==> src/rtl/liangdu_pkg.sv <==
// liangdu_pkg: shared widths, the counter wrap point and the level-to-duty
// expansion for the brightness PWM stage.
package liangdu_pkg;

   localparam int unsigned LEVEL_W = 4;
   localparam int unsigned DUTY_W  = 8;
   localparam logic [7:0]  CNT_MAX = 8'd254;

   // Repeating the 4-bit level in both nibbles equals level*17, mapping
   // 0..15 onto 0..255 with full scale reachable.
   function automatic logic [DUTY_W-1:0] level2duty(input logic [LEVEL_W-1:0] level);
      return {level, level};
   endfunction

endpackage

==> src/rtl/liangdu_pwm_tick_gen.sv <==
// tick_gen: PWM tick prescaler.
//   clk  - system clock
//   rst  - synchronous active-high reset
//   tick - high for one clk when the prescaler sits at TICK_DIV-1
//          (constantly high when TICK_DIV is 1)
module tick_gen #(
   parameter logic [15:0] TICK_DIV = 16'd195
) (
   input  logic clk,
   input  logic rst,
   output logic tick
);

   logic [15:0] pre;

   assign tick = (pre == TICK_DIV - 16'd1);

   always_ff @(posedge clk) begin
      if (rst)       pre <= '0;
      else if (tick) pre <= '0;
      else           pre <= pre + 16'd1;
   end

endmodule

==> src/rtl/liangdu_pwm.sv <==
// liangdu_pwm: brightness PWM stage with slew-limited duty.
//   clk     - system clock
//   rst     - synchronous active-high reset
//   num     - 4-bit level from the encoder block, asynchronous to clk
//   en      - output enable; low forces pwm_out low
//   pwm_out - registered PWM output, high for duty ticks per 255-tick period
//   duty    - currently applied duty (0..255)
//   busy    - high while duty differs from the target duty
//
// Handshakes: none. num is a level, qualified internally; there is no
// valid/ready pair on this block.
module liangdu_pwm
   import liangdu_pkg::*;
#(
   parameter logic [15:0] TICK_DIV = 16'd195,
   parameter logic [7:0]  STEP     = 8'd17
) (
   input  logic               clk,
   input  logic               rst,
   input  logic [LEVEL_W-1:0] num,
   input  logic               en,
   output logic               pwm_out,
   output logic [DUTY_W-1:0]  duty,
   output logic               busy
);

   logic               tick;
   logic [LEVEL_W-1:0] s1, s2, s3;
   logic [DUTY_W-1:0]  target, target_next, duty_next;
   logic [7:0]         cnt;
   logic               boundary;
   logic [8:0]         diff, mag;

   tick_gen #(.TICK_DIV(TICK_DIV)) u_tick_gen (
      .clk  (clk),
      .rst  (rst),
      .tick (tick)
   );

   always_comb begin
      target_next = target;
      duty_next   = duty;
      boundary    = tick && (cnt == CNT_MAX);
      // 9-bit two's-complement difference; bit 8 set means ramp down.
      diff        = {1'b0, target} - {1'b0, duty};
      mag         = diff[8] ? (9'd0 - diff) : diff;

      // Only load once the synchronised level has been stable for two
      // samples, so a single-cycle glitch cannot move the target.
      if (s2 == s3) target_next = level2duty(s3);

      // Slew uses the pre-load target; duty only moves at the period edge
      // so the output never shows a runt pulse.
      if (boundary) begin
         if (mag <= {1'b0, STEP}) duty_next = target;
         else if (diff[8])        duty_next = duty - STEP;
         else                     duty_next = duty + STEP;
      end
   end

   always_ff @(posedge clk) begin
      if (rst) begin
         s1      <= '0;
         s2      <= '0;
         s3      <= '0;
         target  <= '0;
         cnt     <= '0;
         duty    <= '0;
         busy    <= 1'b0;
         pwm_out <= 1'b0;
      end else begin
         s1      <= num;
         s2      <= s1;
         s3      <= s2;
         target  <= target_next;
         if (tick) cnt <= (cnt == CNT_MAX) ? 8'd0 : cnt + 8'd1;
         duty    <= duty_next;
         busy    <= (duty_next != target_next);
         pwm_out <= en && (cnt < duty);
      end
   end

endmodule
==> config.mk <==
export PLATFORM = sky130hd
export DESIGN_NAME = liangdu_pwm
export DESIGN_NICKNAME = d
export VERILOG_FILES = /design/src/rtl/liangdu_pkg.sv /design/src/rtl/liangdu_pwm_tick_gen.sv /design/src/rtl/liangdu_pwm.sv
export SDC_FILE = /design/constraint.sdc
export NUM_CORES = 1
export LEC_CHECK = 0
export ABC_CLOCK_PERIOD_IN_PS = 5140
export CAP_MARGIN = 20
export CORE_ASPECT_RATIO = 0.75
export CORE_UTILIZATION = 30
export DETAILED_ROUTE_END_ITERATION = 10
export DONT_BUFFER_PORTS = 1
export GPL_ROUTABILITY_DRIVEN = 0
export GPL_TIMING_DRIVEN = 0
export HOLD_SLACK_MARGIN = 0.06
export PLACE_DENSITY_LB_ADDON = 0.25
export RECOVER_POWER = 50
export SETUP_SLACK_MARGIN = 0.02
export SYNTH_ARGS = -nofsm -noshare
export SYNTH_HDL_FRONTEND = slang
export SYNTH_HIERARCHICAL = 1
export SYNTH_SLANG_ARGS = --single-unit
export TNS_END_PERCENT = 100
==> constraint.sdc <==
create_clock -name clk -period 5.14 [get_ports clk]
set_input_delay 1.028 -clock clk [delete_from_list [all_inputs] [get_ports clk]]
set_output_delay 1.028 -clock clk [all_outputs]
set_load 0.02 [all_outputs]
==> run_summary.xml, run 1 <==
<?xml version="1.0" encoding="UTF-8"?>
<metrics>
  <group name="status">
    <metric name="result_of_the_run" unit="">complete, no violations</metric>
  </group>
  <group name="timing">
    <metric name="tns" unit="ps">0</metric>
    <metric name="slew_viol_final" unit="">0</metric>
    <metric name="final.min_clock_period" unit="ps">4590</metric>
    <metric name="worst_slew_pin_tran" unit="ps">631</metric>
    <metric name="fin_hold_ws" unit="ps">439</metric>
    <metric name="top_achievable_clock_speed" unit="MHz">218</metric>
    <metric name="clock-skew-final" unit="ps">9.93</metric>
    <metric name="timing.final.setup_violations" unit="">0</metric>
    <metric name="finalHoldViolCount" unit="">0</metric>
    <metric name="slew_headroom" unit="%">57.8</metric>
    <metric name="fin_crit_sh" unit="%">89.3</metric>
    <metric name="rsz0062_at_grt" unit="">no</metric>
  </group>
  <group name="logic_synthesis">
    <metric name="synth_top_area_cell" unit="">sky130_fd_sc_hd__dfxtp_1</metric>
    <metric name="post-synth-top-area-fraction" unit="%">30.2</metric>
    <metric name="synth_fa_ha_area_share" unit="%">10.2</metric>
    <metric name="synth-compound-area-share" unit="%">17.0</metric>
    <metric name="syn-instance-count" unit="">421</metric>
    <metric name="synth_async_sr_flop_share" unit="%">0</metric>
    <metric name="flip_flop_and_latch_count_after_synthesis" unit="">54</metric>
    <metric name="post_synthesis_share_of_cell_area_spent_on_and_or_nand_and_nor_gates" unit="%">24.2</metric>
    <metric name="yosysWarnings" unit="">6</metric>
    <metric name="synth_top_cells_by_area" unit="">sky130_fd_sc_hd__dfxtp_1, sky130_fd_sc_hd__ha_1, sky130_fd_sc_hd__xor2_1</metric>
    <metric name="synthesis.nets" unit="">456</metric>
    <metric name="synth.distinct_cells" unit="">68</metric>
    <metric name="synth_seq_area_share" unit="%">30.2</metric>
    <metric name="synth_area" unit="um2">3580</metric>
    <metric name="main_combinational_cell_family_by_area_after_synthesis" unit="">simple AND/OR/NAND/NOR gates</metric>
    <metric name="ys.flop_type" unit="">sky130_fd_sc_hd__dfxtp_1</metric>
    <metric name="synth_enable_flop_cells" unit="">0</metric>
    <metric name="multiplexer_area_fraction_after_synthesis" unit="%">2.87</metric>
    <metric name="synth_xor_xnor_area_share" unit="%">10.4</metric>
    <metric name="syn_area_per_cell" unit="um2">8.51</metric>
  </group>
  <group name="finish">
    <metric name="fill_cell_instance_count_of_the_final_layout" unit="">1204</metric>
    <metric name="stdcell_count" unit="">591</metric>
    <metric name="area_growth" unit="%">9.61</metric>
    <metric name="layout.nets" unit="">463</metric>
    <metric name="drive_gt1_share" unit="%">6.06</metric>
    <metric name="antenna_cells_inserted" unit="">0</metric>
    <metric name="post_layout_instance_area" unit="um2">3930</metric>
  </group>
  <group name="placed_design">
    <metric name="dp_cells" unit="">583</metric>
    <metric name="portBuffers" unit="">0</metric>
    <metric name="place_hpwl" unit="um">6680</metric>
    <metric name="placed_area" unit="um2">3780</metric>
  </group>
  <group name="cts">
    <metric name="tritoncts.num_buffers" unit="">5</metric>
    <metric name="cts.hold.buffers_added" unit="">0</metric>
    <metric name="cts_tree" unit="">built</metric>
    <metric name="cts.clk_slew.worst_paths" unit="ps">70</metric>
    <metric name="max_buffers_root_to_sink" unit="">2</metric>
    <metric name="cts_htree_levels" unit="">2</metric>
    <metric name="clk_root_buffer_cell" unit="">sky130_fd_sc_hd__clkbuf_16</metric>
    <metric name="cts.sink_count" unit="">54</metric>
    <metric name="insertion_delay" unit="ps">300</metric>
    <metric name="cts_resized" unit="">0</metric>
    <metric name="cts_setup_buffers" unit="">0</metric>
  </group>
  <group name="grt">
    <metric name="globalRouteOverflowTotal" unit="">0</metric>
    <metric name="grt_pass1_wl" unit="um">14900</metric>
    <metric name="use_met3" unit="%">2.49</metric>
    <metric name="grtUsageMet2" unit="%">21.2</metric>
    <metric name="grt_most_used_layer" unit="">met1</metric>
    <metric name="grt_antenna_before_repair" unit="">0</metric>
    <metric name="gr-usage-all-layers" unit="%">15.2</metric>
    <metric name="grt_start_max_net_pins" unit="">20</metric>
    <metric name="gr-usage-met1" unit="%">23.5</metric>
    <metric name="vias_in_the_first_global_route" unit="">2914</metric>
  </group>
  <group name="routing">
    <metric name="vias" unit="">2986</metric>
    <metric name="detail_route.drc_violations" unit="">0</metric>
    <metric name="violation_count_after_the_first_detailed_routing_iteration" unit="">169</metric>
    <metric name="post_route_wl" unit="um">8740</metric>
    <metric name="detail-route-antenna-nets" unit="">0</metric>
    <metric name="drt_first_pass_iters" unit="">4</metric>
    <metric name="vias_per_cell" unit="">5.05</metric>
    <metric name="route.detailed.wl_per_inst" unit="um">14.8</metric>
  </group>
  <group name="critical_path">
    <metric name="worstSetupStartpointType" unit="">register</metric>
    <metric name="setup.worst_path.end" unit="">busy</metric>
    <metric name="maximum_fanout_along_the_worst_path" unit="">9</metric>
    <metric name="timing.critical_path.to_type" unit="">register</metric>
    <metric name="critPathLaunch" unit="">target[0]</metric>
    <metric name="ff2ff_setup_slack" unit="ps">550</metric>
    <metric name="worst_ep_arrival_time" unit="ps">4740</metric>
    <metric name="reg2regPathDepth" unit="">20</metric>
    <metric name="worst-endpoint-required" unit="ps">5290</metric>
    <metric name="crit-reg2reg-capture" unit="">busy</metric>
    <metric name="path_class" unit="">register to register</metric>
    <metric name="crit-reg2reg-launch" unit="">target[0]</metric>
  </group>
  <group name="worst_hold_path">
    <metric name="timing.hold.worst.class" unit="">register to register</metric>
  </group>
  <group name="run">
    <metric name="count_of_max_cap_constraint_violations" unit="">0</metric>
  </group>
  <group name="power_and_ir_drop">
    <metric name="power_per_cell_area" unit="nW/um2">241</metric>
    <metric name="power.leakage" unit="uW">0.00147</metric>
    <metric name="vdd.ir_drop.worst" unit="uV">140</metric>
  </group>
  <group name="die">
    <metric name="die_footprint" unit="um2">12400</metric>
    <metric name="core_region_area" unit="um2">11600</metric>
    <metric name="chipHeight" unit="um">96.6</metric>
    <metric name="die_w" unit="um">128</metric>
    <metric name="placementRows" unit="">34</metric>
    <metric name="num_ports" unit="">17</metric>
    <metric name="initial_standard_cell_utilization_of_the_core" unit="%">30.8</metric>
  </group>
</metrics>
cell usage after synthesis, types with 3 or more instances:
cell                       number
sky130_fd_sc_hd__dfxtp_1       54
sky130_fd_sc_hd__nor2_1        40
sky130_fd_sc_hd__ha_1          26
sky130_fd_sc_hd__xor2_1        26
sky130_fd_sc_hd__a21oi_1       22
sky130_fd_sc_hd__nand2_1       22
sky130_fd_sc_hd__inv_1         19
sky130_fd_sc_hd__nor3_1        18
sky130_fd_sc_hd__nor2b_1       17
sky130_fd_sc_hd__xnor2_1       14
sky130_fd_sc_hd__nand4_1       13
sky130_fd_sc_hd__clkbuf_1      12
sky130_fd_sc_hd__nand3_1       12
sky130_fd_sc_hd__o21ai_0       12
sky130_fd_sc_hd__a211oi_1       8
sky130_fd_sc_hd__mux2i_1        8
sky130_fd_sc_hd__and3_1         7
sky130_fd_sc_hd__a31oi_1        6
sky130_fd_sc_hd__or3_1          6
sky130_fd_sc_hd__and2_1         4
sky130_fd_sc_hd__buf_1          4
sky130_fd_sc_hd__a21boi_0       3
sky130_fd_sc_hd__a21o_1         3
sky130_fd_sc_hd__and4_1         3
sky130_fd_sc_hd__nand2b_1       3
sky130_fd_sc_hd__nor4_1         3
sky130_fd_sc_hd__o21bai_1       3
flip-flops by register name, summed over array words and instances (netlist names):
signal,flops
busy,1
cnt,8
duty,8
pwm_out,1
s1,4
s2,4
s3,4
target,8
u_tick_gen/pre,16
metal layers:
layer,vias up,routed length (um)
li1,1537,-
met1,1378,4750
met2,64,3390
met3,7,485
met4,0,110
met5,-,0
through the flow:
stage	worst slack, ps	util (%)	total power, uW
after floorplan	955	-	566
after global placement	164	32.6	599
after detailed placement	164	32.6	600
after CTS	138	33.9	960
after global routing	104	33.8	994
final	549	33.8	944
how the worst min path moves through the flow:
stage	cells past startpoint	to	startpoint	slack (ps)
finish	1	s2[3]	s1[3]	440
global route	1	s2[3]	s1[3]	470
CTS	1	s2[2]	s1[2]	440
detailed placement	1	s2[2]	s1[2]	420
global placement	1	s2[3]	s1[3]	420
floorplan	1	s2[0]	s1[0]	410
report_power, final:
| group | internal, uW | switching, uW | leakage (uW) |
|---|---|---|---|
| sequential | 427 | 9.33 | 0.000439 |
| clock | 186 | 169 | 0.0000748 |
| combinational | 65.7 | 87.4 | 0.000960 |
| total | 678 | 266 | 0.00147 |
final cells by class:
| type | count | area (um2) | area share (%) |
|---|---|---|---|
| Clock buffer | 5 | 125 | 3.19 |
| Clock inverter | 3 | 26.3 | 0.669 |
| Sequential cell | 54 | 1080 | 27.6 |
| Inverter | 19 | 71.3 | 1.82 |
| Buffer | 20 | 92.6 | 2.36 |
| Tap cell | 162 | 203 | 5.16 |
| Multi-Input combinational cell | 328 | 2320 | 59.2 |
cell families (layout without fill, tap and decap cells):
family / after synthesis / after routing
simple gates: 163 / 163
compound gates: 86 / 86
flops: 54 / 54
xor+xnor: 41 / 41
buf+inv: 39 / 47
fa+ha+maj: 28 / 28
mux: 10 / 10
critical path: stages (launching register included):
cell and delay (ps):
sky130_fd_sc_hd__dfxtp_1 300, sky130_fd_sc_hd__clkbuf_1 200, sky130_fd_sc_hd__inv_1 160, sky130_fd_sc_hd__ha_1 210, sky130_fd_sc_hd__inv_1 70, sky130_fd_sc_hd__fa_1 430, sky130_fd_sc_hd__nand3_1 130, sky130_fd_sc_hd__a21oi_1 90
sky130_fd_sc_hd__o31a_1 320, sky130_fd_sc_hd__nor2_4 240, sky130_fd_sc_hd__ha_1 280, sky130_fd_sc_hd__a21o_1 150, sky130_fd_sc_hd__a21oi_1 270, sky130_fd_sc_hd__o21bai_1 100, sky130_fd_sc_hd__a21oi_1 180, sky130_fd_sc_hd__xnor2_1 270
sky130_fd_sc_hd__xor2_1 110, sky130_fd_sc_hd__o311ai_0 370, sky130_fd_sc_hd__a31oi_1 170, sky130_fd_sc_hd__a22oi_2 210, sky130_fd_sc_hd__a41oi_1 170
cell usage in the layout, fill, tap and decap left out, types with 3 or more instances in the layout:
cell / n
sky130_fd_sc_hd__nor2b_1: 17
sky130_fd_sc_hd__o21bai_1: 3
sky130_fd_sc_hd__a211oi_1: 8
sky130_fd_sc_hd__a21o_1: 3
sky130_fd_sc_hd__clkbuf_1: 14
sky130_fd_sc_hd__nand2b_1: 3
sky130_fd_sc_hd__and4_1: 3
sky130_fd_sc_hd__inv_1: 19
sky130_fd_sc_hd__a21boi_0: 3
sky130_fd_sc_hd__or3_1: 6
sky130_fd_sc_hd__nand4_1: 13
sky130_fd_sc_hd__and3_1: 7
sky130_fd_sc_hd__nor3_1: 18
sky130_fd_sc_hd__nor4_1: 3
sky130_fd_sc_hd__and2_1: 4
sky130_fd_sc_hd__buf_1: 4
sky130_fd_sc_hd__xor2_1: 26
sky130_fd_sc_hd__a31oi_1: 6
sky130_fd_sc_hd__mux2i_1: 8
sky130_fd_sc_hd__clkbuf_16: 5
sky130_fd_sc_hd__ha_1: 26
sky130_fd_sc_hd__nor2_1: 39
sky130_fd_sc_hd__xnor2_1: 14
sky130_fd_sc_hd__dfxtp_1: 53
sky130_fd_sc_hd__o21ai_0: 12
sky130_fd_sc_hd__a21oi_1: 22
sky130_fd_sc_hd__nand2_1: 22
sky130_fd_sc_hd__nand3_1: 12
(Power assumes the default switching activity.)
==> run 2, diff against run 1 <==
- ABC_CLOCK_PERIOD_IN_PS: 5140 -> 4900
- RECOVER_POWER: 50 -> default
- clock period: 5.14 -> 4.9 ns (I/O delays scaled with it)
==> run_summary.xml, run 2 (synthesis gave the netlist of run 1 again) <==
<?xml version="1.0" encoding="UTF-8"?>
<metrics>
  <group name="cts">
    <metric name="clk_root_buffer_cell" unit="">sky130_fd_sc_hd__clkbuf_16</metric>
    <metric name="tritoncts.num_buffers" unit="">5</metric>
    <metric name="cts_tree" unit="">built</metric>
    <metric name="cts_htree_levels" unit="">2</metric>
    <metric name="cts.hold.buffers_added" unit="">0</metric>
    <metric name="insertion_delay" unit="ps">300</metric>
    <metric name="max_buffers_root_to_sink" unit="">2</metric>
    <metric name="cts.clk_slew.worst_paths" unit="ps">70</metric>
    <metric name="cts.sink_count" unit="">54</metric>
  </group>
  <group name="timing">
    <metric name="slew_viol_final" unit="">0</metric>
    <metric name="rsz0062_at_grt" unit="">no</metric>
    <metric name="slew_headroom" unit="%">56.4</metric>
    <metric name="top_achievable_clock_speed" unit="MHz">223</metric>
    <metric name="fin_crit_sh" unit="%">91.6</metric>
    <metric name="clock-skew-final" unit="ps">9.96</metric>
    <metric name="finalHoldViolCount" unit="">0</metric>
    <metric name="timing.final.setup_violations" unit="">0</metric>
    <metric name="tns" unit="ps">0</metric>
    <metric name="worst_slew_pin_tran" unit="ps">651</metric>
    <metric name="final.min_clock_period" unit="ps">4490</metric>
  </group>
  <group name="status">
    <metric name="result_of_the_run" unit="">complete, no violations</metric>
  </group>
  <group name="power_and_ir_drop">
    <metric name="vdd.ir_drop.worst" unit="uV">147</metric>
    <metric name="power.leakage" unit="uW">0.00150</metric>
    <metric name="power_per_cell_area" unit="nW/um2">251</metric>
  </group>
  <group name="finish">
    <metric name="layout.nets" unit="">466</metric>
    <metric name="post_layout_instance_area" unit="um2">3970</metric>
    <metric name="finish.utilization" unit="%">34.2</metric>
    <metric name="max_flop_register" unit="">u_tick_gen/pre</metric>
    <metric name="area_growth" unit="%">10.9</metric>
    <metric name="layout.cells.most_common" unit="">sky130_fd_sc_hd__dfxtp_1</metric>
    <metric name="drive_gt1_share" unit="%">7.41</metric>
    <metric name="largest_register_ff_count" unit="">16</metric>
    <metric name="most-common-layout-cells" unit="">sky130_fd_sc_hd__dfxtp_1, sky130_fd_sc_hd__nor2_1, sky130_fd_sc_hd__xor2_1, sky130_fd_sc_hd__ha_1, sky130_fd_sc_hd__nand2_1</metric>
    <metric name="antenna_cells_inserted" unit="">0</metric>
  </group>
  <group name="critical_path">
    <metric name="worstSetupStartpointType" unit="">register</metric>
    <metric name="maximum_fanout_along_the_worst_path" unit="">9</metric>
    <metric name="worst-endpoint-required" unit="ps">5040</metric>
    <metric name="reg2regPathDepth" unit="">20</metric>
    <metric name="timing.critical_path.to_type" unit="">register</metric>
    <metric name="path_class" unit="">register to register</metric>
    <metric name="worst_ep_arrival_time" unit="ps">4630</metric>
  </group>
  <group name="grt">
    <metric name="grt_start_max_net_pins" unit="">20</metric>
    <metric name="gr-usage-all-layers" unit="%">15.2</metric>
    <metric name="globalRouteOverflowTotal" unit="">0</metric>
    <metric name="vias_in_the_first_global_route" unit="">2914</metric>
    <metric name="grt_pass1_wl" unit="um">14900</metric>
    <metric name="grt_antenna_before_repair" unit="">0</metric>
  </group>
  <group name="die">
    <metric name="die_footprint" unit="um2">12400</metric>
    <metric name="die_w" unit="um">128</metric>
    <metric name="core_region_area" unit="um2">11600</metric>
    <metric name="initial_standard_cell_utilization_of_the_core" unit="%">30.8</metric>
    <metric name="placementRows" unit="">34</metric>
    <metric name="chipHeight" unit="um">96.6</metric>
    <metric name="num_ports" unit="">17</metric>
  </group>
  <group name="routing">
    <metric name="violation_count_after_the_first_detailed_routing_iteration" unit="">188</metric>
    <metric name="detail-route-antenna-nets" unit="">0</metric>
    <metric name="route.detailed.wl_per_inst" unit="um">14.8</metric>
    <metric name="drt_first_pass_iters" unit="">4</metric>
    <metric name="vias_per_cell" unit="">5.13</metric>
    <metric name="detail_route.drc_violations" unit="">0</metric>
    <metric name="post_route_wl" unit="um">8820</metric>
    <metric name="vias" unit="">3045</metric>
  </group>
  <group name="placed_design">
    <metric name="place_hpwl" unit="um">6680</metric>
    <metric name="portBuffers" unit="">0</metric>
    <metric name="placed_area" unit="um2">3780</metric>
  </group>
  <group name="run">
    <metric name="count_of_max_cap_constraint_violations" unit="">0</metric>
  </group>
  <group name="worst_hold_path">
    <metric name="timing.hold.worst.class" unit="">register to register</metric>
    <metric name="hold-path-cell-count" unit="">1</metric>
  </group>
</metrics>
run 2: changes by cell type in the layout (fill, tap and decap cells not counted), sizes merged:
| cell | previous run | this run |
|---|---|---|
| clkbuf | 20 | 18 |
| buf | 5 | 10 |
run 2: worst max-delay path, stage by stage, from the launching register on:
cell and delay [ps]:
sky130_fd_sc_hd__dfxtp_1 300, sky130_fd_sc_hd__clkbuf_1 200, sky130_fd_sc_hd__inv_1 160, sky130_fd_sc_hd__ha_1 210, sky130_fd_sc_hd__inv_1 70, sky130_fd_sc_hd__fa_1 430, sky130_fd_sc_hd__nand3_1 130, sky130_fd_sc_hd__a21oi_1 90
sky130_fd_sc_hd__o31a_1 330, sky130_fd_sc_hd__nor2_4 220, sky130_fd_sc_hd__ha_1 270, sky130_fd_sc_hd__a21o_1 160, sky130_fd_sc_hd__a21oi_2 190, sky130_fd_sc_hd__o21bai_1 80, sky130_fd_sc_hd__a21oi_1 170, sky130_fd_sc_hd__xnor2_1 260
sky130_fd_sc_hd__xor2_1 110, sky130_fd_sc_hd__o311ai_0 380, sky130_fd_sc_hd__a31oi_1 170, sky130_fd_sc_hd__a22oi_2 210, sky130_fd_sc_hd__a41oi_1 170
run 2: through the flow:
step	hold slack (ps)	cells	power, uW	setup WS [ps]
floorplan	414	421	594	715
CTS	443	591	1010	111
finish	439	594	997	413
global route	467	594	1050	33.3
global placement	422	583	628	-76.2
detailed placement	423	583	629	-76.3
run 2: report_power, final:
part | total (uW) | leakage [uW] | internal (uW) | switching (uW)
registers | 458 | 0.000439 | 448 | 9.78
logic | 167 | 0.000988 | 74.0 | 93.0
clock network | 372 | 0.0000748 | 195 | 178
total | 997 | 0.00150 | 716 | 281
run 2: timing repair:
action	in CTS	in global routing
endpoints found under the setup margin	1	1
buffers inserted	0	3
pin swaps	0	1
resized for setup	1	3
run 2: layer usage:
layer  track usage (%)  vias up  part of all wire (%)
met5                 0        -                     0
met1              23.5     1408                    55
li1                  -     1543                     -
met4              4.52        0                   1.6
met3              2.49       13                   4.7
met2              21.2       81                    39
run 2: layout make-up:
type                    count  area (um2)
plain buffers              20         111
clock buffers               5         125
clock inverters             3        26.3
fillers                  1202        7640
inverters                  19        71.3
multi-input cells         328        2330
flip-flops and latches     54        1080
well taps                 162         203
repair buffers              3        22.5
run 2: worst paths after layout:
check,end,start,slack [ps]
worst max-delay path,busy,target[0],410
worst min-delay path,s2[3],s1[3],440
worst max register to register,busy,target[0],410
worst min register to register,s2[3],s1[3],440
